==> config.mk <==
export PLATFORM = sky130hd
export DESIGN_NAME = axi_rd_arbiter
export DESIGN_NICKNAME = d
export VERILOG_FILES = /design/src/rtl/axi_rd_arbiter.sv
export SDC_FILE = /design/constraint.sdc
export NUM_CORES = 1
export LEC_CHECK = 0
export CORE_AREA = 4 4 138 140
export CTS_CLUSTER_SIZE = 12
export DETAILED_ROUTE_END_ITERATION = 6
export DIE_AREA = 0 0 142 144
export PLACE_DENSITY = 0.67
export SYNTH_ARGS = -nofsm -noshare
export SYNTH_HDL_FRONTEND = slang
export SYNTH_SLANG_ARGS = --single-unit
==> constraint.sdc <==
create_clock -name m_axi_aclk -period 1.6 [get_ports m_axi_aclk]
set_input_delay 0.32 -clock m_axi_aclk [delete_from_list [all_inputs] [get_ports m_axi_aclk]]
set_output_delay 0.32 -clock m_axi_aclk [all_outputs]
set_load 0.01 [all_outputs]
==> src/rtl/axi_rd_arbiter.sv <==
// Round-robin arbiter sharing one AXI4 read port (AR + R) between two burst requesters.
// One burst is in flight at a time; the grant is held from AR acceptance until the RLAST beat.
module axi_rd_arbiter #(
    parameter int ADDR_WIDTH = 32,
    parameter int DATA_WIDTH = 64
) (
    input  logic                  m_axi_aclk,
    input  logic                  m_axi_aresetn,

    input  logic [ADDR_WIDTH-1:0] s0_araddr,
    input  logic [7:0]            s0_arlen,
    input  logic                  s0_arvalid,
    output logic                  s0_arready,
    output logic [DATA_WIDTH-1:0] s0_rdata,
    output logic [1:0]            s0_rresp,
    output logic                  s0_rlast,
    output logic                  s0_rvalid,
    input  logic                  s0_rready,

    input  logic [ADDR_WIDTH-1:0] s1_araddr,
    input  logic [7:0]            s1_arlen,
    input  logic                  s1_arvalid,
    output logic                  s1_arready,
    output logic [DATA_WIDTH-1:0] s1_rdata,
    output logic [1:0]            s1_rresp,
    output logic                  s1_rlast,
    output logic                  s1_rvalid,
    input  logic                  s1_rready,

    output logic [3:0]            m_axi_arid,
    output logic [ADDR_WIDTH-1:0] m_axi_araddr,
    output logic [7:0]            m_axi_arlen,
    output logic [2:0]            m_axi_arsize,
    output logic [1:0]            m_axi_arburst,
    output logic                  m_axi_arlock,
    output logic [3:0]            m_axi_arcache,
    output logic [2:0]            m_axi_arprot,
    output logic [3:0]            m_axi_arqos,
    output logic                  m_axi_arvalid,
    input  logic                  m_axi_arready,

    input  logic [DATA_WIDTH-1:0] m_axi_rdata,
    input  logic [1:0]            m_axi_rresp,
    input  logic                  m_axi_rlast,
    input  logic                  m_axi_rvalid,
    output logic                  m_axi_rready,

    output logic                  o_grant,
    output logic                  o_busy,
    output logic [1:0]            o_err
);

    localparam logic [2:0] AR_SIZE = 3'($clog2(DATA_WIDTH / 8));

    typedef enum logic [1:0] {IDLE, ADDR, DATA} state_t;

    state_t     state;
    logic       last_grant;
    logic [7:0] beat_cnt;
    logic       req_any;
    logic       req_sel;
    logic       in_data;
    logic       route0;
    logic       route1;
    logic       beat_fire;

    assign m_axi_arid    = 4'd0;
    assign m_axi_arsize  = AR_SIZE;
    assign m_axi_arburst = 2'b01;
    assign m_axi_arlock  = 1'b0;
    assign m_axi_arcache = 4'b0011;
    assign m_axi_arprot  = 3'd0;
    assign m_axi_arqos   = 4'd0;

    // Under contention the port that did not win last time is chosen.
    always_comb begin
        req_any = s0_arvalid | s1_arvalid;
        req_sel = (s0_arvalid && s1_arvalid) ? ~last_grant : s1_arvalid;
    end

    assign s0_arready = (state == IDLE) && req_any && !req_sel;
    assign s1_arready = (state == IDLE) && req_any &&  req_sel;

    assign in_data      = (state == DATA);
    assign route0       = in_data && !o_grant;
    assign route1       = in_data &&  o_grant;
    assign m_axi_rready = in_data && (o_grant ? s1_rready : s0_rready);
    assign beat_fire    = m_axi_rvalid && m_axi_rready;
    assign o_busy       = (state != IDLE);

    assign s0_rvalid = route0 && m_axi_rvalid;
    assign s0_rdata  = route0 ? m_axi_rdata : '0;
    assign s0_rresp  = route0 ? m_axi_rresp : 2'b00;
    assign s0_rlast  = route0 && m_axi_rlast;
    assign s1_rvalid = route1 && m_axi_rvalid;
    assign s1_rdata  = route1 ? m_axi_rdata : '0;
    assign s1_rresp  = route1 ? m_axi_rresp : 2'b00;
    assign s1_rlast  = route1 && m_axi_rlast;

    // beat_cnt counts beats already accepted, so on the RLAST beat it must equal arlen.
    always_ff @(posedge m_axi_aclk or negedge m_axi_aresetn) begin
        if (!m_axi_aresetn) begin
            state         <= IDLE;
            last_grant    <= 1'b1;
            o_grant       <= 1'b0;
            o_err         <= 2'b00;
            beat_cnt      <= 8'd0;
            m_axi_araddr  <= '0;
            m_axi_arlen   <= 8'd0;
            m_axi_arvalid <= 1'b0;
        end else begin
            case (state)
                IDLE: begin
                    if (req_any) begin
                        m_axi_araddr  <= req_sel ? s1_araddr : s0_araddr;
                        m_axi_arlen   <= req_sel ? s1_arlen : s0_arlen;
                        o_grant       <= req_sel;
                        last_grant    <= req_sel;
                        m_axi_arvalid <= 1'b1;
                        state         <= ADDR;
                    end
                end
                ADDR: begin
                    if (m_axi_arready) begin
                        m_axi_arvalid <= 1'b0;
                        state         <= DATA;
                    end
                end
                DATA: begin
                    if (beat_fire) begin
                        beat_cnt <= beat_cnt + 8'd1;
                        if (m_axi_rresp != 2'b00) begin
                            o_err[1] <= 1'b1;
                        end
                        if (m_axi_rlast) begin
                            if (beat_cnt != m_axi_arlen) begin
                                o_err[0] <= 1'b1;
                            end
                            beat_cnt <= 8'd0;
                            state    <= IDLE;
                        end
                    end
                end
                default: state <= IDLE;
            endcase
        end
    end

endmodule

Yosys cells after proc, flatten, opt, wreduce, memory -nomap -nowiden --
Index checks and enable logic that the tools add are counted.
Word-level totals: flip-flop bits (word level) 55, bits in latches 0, memory bits (writable) 0, ROM bits 0, input bits 155, output and inout port bits 205, memories 0
Operators by class: $add $sub $neg 1, multipliers 0, divide/modulo/power cells 0, $lt $le $gt $ge 0, equality and inequality tests 7, shifts and indexed selects 0, mux-type cells 17, bitwise logic cells 2, reduce and logical (&&, ||, !) cells 24
Operators with widths (number):
- $mux 64 | 2
- $mux 32 | 1
- $mux 8 | 2
- $logic_and 1x1->1 | 12
- $mux 2 | 6
- $add 8x1->8 const B | 1
- $ne 8x8->1 | 1
- $reduce_and 4->1 | 2
- $ne 2x2->1 const B | 3
- $pmux 2 s3 | 1
- $reduce_and 3->1 | 2
- $reduce_bool 2->1 | 3
- $mux 1 | 4
- $reduce_and 2->1 | 2
- $eq 2x1->1 const B | 1
- $eq 2x2->1 const B | 1
- $logic_not 1->1 | 2
- $logic_not 2->1 | 1
- $ne 2x1->1 const B | 1
- $pmux 1 s2 | 1
- $not 1->1 | 1
- $or 1x1->1 | 1

Depth between registers and ports, before layout --
Gate-level depths: netlist of run 1.
depth in word-level cells 5, gate-level depth with buffers 6

Worst setup path after synthesis of run 1 --
Ideal clock, no wire load.
path type register to output, from register state[0], to output s0_rdata[34], data arrival time 1.334 ns, data required time 1.280 ns, slack -0.054 ns, cell stages (with the launch flop) 6, path buffers 2, cell sequence dfrtp_1 > nand2b_1 > nor2_1 > buf_2 > clkbuf_1 > and2_1
Between the ends: cells in the longest elaborated chain, start to end 3
RTL lines:
- start: declaration | line 57 | state_t state;
- start signal: assignment | line 103 | state <= IDLE;
- start signal: assignment | line 120 | state <= ADDR;
- start signal: assignment | line 126 | state <= DATA;
- $eq 2x2->1 | line 84 | assign in_data = (state == DATA);
- $logic_and 1x1->1 | line 85 | assign route0 = in_data && !o_grant;
- $mux 64 | line 92 | assign s0_rdata = route0 ? m_axi_rdata : '0;
- end: declaration | line 14 | output logic [DATA_WIDTH-1:0] s0_rdata,
Every way passes these cells.

Worst setup path after layout of run 1 --
from register state[0], to output s0_rdata[23]
Same word-level chain as after synthesis.

==> flow_summary.yaml, run 1 <==
final_layout:
  seq_area_um2: 1379
  fillers: 1629
  area_growth_pct: 142.7
  fin_area_um2: 8509
  final_common_cell: "clkdlybuf4s50_1"
  drive_above_1_share_pct: 42.03
  diodes: 0
  multi_input_area_um2: 2054
  layout_common_cells: "clkdlybuf4s50_1, buf_6, and2_4"
  nets: 945
  fin_util_pct: 47.70
detailed_routing:
  drtIter0Drc: 244
  first_pass_iters: 6
  wl_um: 18700
  wire_per_inst_um: 18.35
  viasPerCell: 4.361
  antenna_left: 0
  vias: 4444
  drcViolationCount: 0
synthesis:
  synth_top_flop_cell: "dfrtp_1"
  avgSynthCellArea_um2: 8.787
  synth_top_area_share_pct: 38.54
  synth_enable_flop_cells: 0
  synthArstFlopShare_pct: 100.0
  synth_top_area_cell: "dfrtp_1"
  ys_seq_elements: 55
  synthCells: 399
  ys_types: 30
  ys_seq_area_share_pct: 39.29
  netlist_area_um2: 3506
  yosys_warnings: 0
  synthTopCellsByArea: "dfrtp_1, and2_1, a222oi_1, inv_1, buf_4"
global_route:
  grt_pass1_vias: 4438
  grt_pass1_wl_um: 25810
  grtUsageTotal_pct: 16.41
  grt_max_degree: 46
  gr-total-overflow: 0
  antenna_found_initial: 0
die:
  start_util_pct: 19.65
  rows: 49
  die_h_um: 144
  fp.dieArea_um2: 20450
  core_area_um2: 17840
  die_w_um: 142
  io_pins: 360
worst_hold_path:
  hp-class: "primary input to async pin"
sta:
  finalHoldViolCount: 0
  period_share_pct: 126.9
  layout_min_cycle_time_ns: 2.030
  finalSetupViolCount: 181
  slew_viol_final: 0
  grt_setup_unrepaired: "true"
  finClkSkew_ns: 0.004041
  setup_ws_ns: -0.4300
  hold_slack_ns: 0.4465
  fmax_mhz: 492.6
clock_network:
  clkLatencyLatePin_ns: 0.30
  cts_sinks: 55
  cts_tree: "done"
  cts.clk_slew.worst_paths_ns: 0.08
  cts-root-buf: "clkbuf_16"
  clockBufferDepth: 2
  cts_max_level: 2
  cts_buffers: 5
setup_path:
  arrival_ns: 1.71
  start_kind: "flop"
  cp_max_fo: 6
  path_class: "flop to primary output"
  cp-end-kind: "primary output"
  cp.required_ns: 1.28
power_and_ir_drop:
  peakVddDrop_uv: 702.3
  power.density_nw_per_um2: 1318
  p_leak_nw: 4.143
placement:
  preCtsSetupSlack_ns: -0.4835
  place_area_um2: 7328
  dp_hpwl_um: 13320
  io_buffers: 338
  gp_congestion: 0.7810
status:
  violations: "setup timing"
  status: "finished with violations"
job:
  cap_violations: 0
-- cells in the mapped netlist, types with 2 or more instances --
cell	count
nor2_1	8
nor2b_1	2
buf_4	21
a21o_1	3
xor2_1	8
nand2b_1	3
a31oi_1	2
buf_2	11
nand3_1	5
o21ai_1	5
and3_1	5
nor3_1	2
and2_1	135
nand2_1	10
o21ai_0	8
clkbuf_1	20
nor4_1	2
conb_1	2
o31ai_1	2
dfrtp_1	54
inv_1	43
a222oi_1	40
-- metal layers --
layer	global-route usage (%)	share of wire [%]
met2	31.03	54
met1	17.95	36
met4	5.606	2.2
met5	0	0
met3	3.770	7.6
-- critical path, stage by stage, from the launching register on --
cell and delay, ns:
dfrtp_1 0.38, nand2b_4 0.16, buf_12 0.12, nor2_4 0.11, buf_12 0.14, buf_12 0.13
buf_12 0.12, and2_4 0.13, buf_6 0.10
-- flip-flops by register name, indices dropped and copies added (netlist names) --
signal / cells
beat_cnt: 8
o_err: 2
m_axi_arlen: 8
o_grant: 1
m_axi_araddr: 32
last_grant: 1
state: 2
m_axi_arvalid: 1
-- final timing paths --
kind | start | to | slack, ns | cells after the start
worst max-delay path | state[0] | s0_rdata[23] | -0.43 | 8
worst min-delay path | m_axi_aresetn | m_axi_araddr[14] | 0.45 | 2
worst max register to register | state[1] | m_axi_araddr[31] | -0.19 | 9
worst min register to register | o_err[0] | o_err[0] | 0.46 | 1
max in group asynchronous | m_axi_aresetn | last_grant | 0.56 | 3
min in group m_axi_aclk | o_err[0] | o_err[0] | 0.46 | 1
-- cells by family after synthesis --
family / count (synthesis) / synth area share (%)
adders and majority gates: 1 / 0.3568
xor gates and xnor gates: 8 / 1.999
muxes: 1 / 0.3212
other: 2 / 0.2142
and+or+nand+nor: 174 / 29.62
DFF: 55 / 39.29
AOI/OAI and AO/OA: 63 / 15.38
buffers and inverters: 95 / 12.81
-- timing repair --
action                                  in CTS  in global routing
cloned                                      13                  2
setup buffers                               24                 17
resized for setup                          672                146
endpoints found under the hold margin       10                  0
hold buffers                                 1                  0
endpoints found under the setup margin     193                196
pin swaps                                   74                 31
-- through the flow --
stage / power, mW / TNS (ns) / cells
after floorplan: 4.810 / -3.224 / 418
after global placement: 8.304 / -62.22 / 970
after detailed placement: 8.335 / -66.32 / 970
after CTS: 10.80 / -51.34 / 1014
after global routing: 11.90 / -69.27 / 1019
final: 11.21 / -57.34 / 1019
-- report_power, final --
part | switching, mW | total [mW] | leakage (nW) | internal, mW
sequential | 0.431 | 2.43 | 0.683 | 2.00
clock | 0.559 | 1.15 | 0.0717 | 0.591
combinational | 3.04 | 7.63 | 3.39 | 4.59
-- area by class of cell --
cell class	instances	area share, %
Clock inverter	3	0.2794
Multi-Input combinational cell	268	24.14
Tap cell	229	3.367
Clock buffer	5	1.470
Timing Repair Buffer	416	52.64
Sequential cell	55	16.20
Inverter	43	1.897
Power figures use the tool's default switching activity.
==> run 2: changes to the inputs <==
- CTS_CLUSTER_DIAMETER: default -> 200
==> results of run 2 <==
Same layout as run 1: the final DEF is identical, and so are final timing and power.
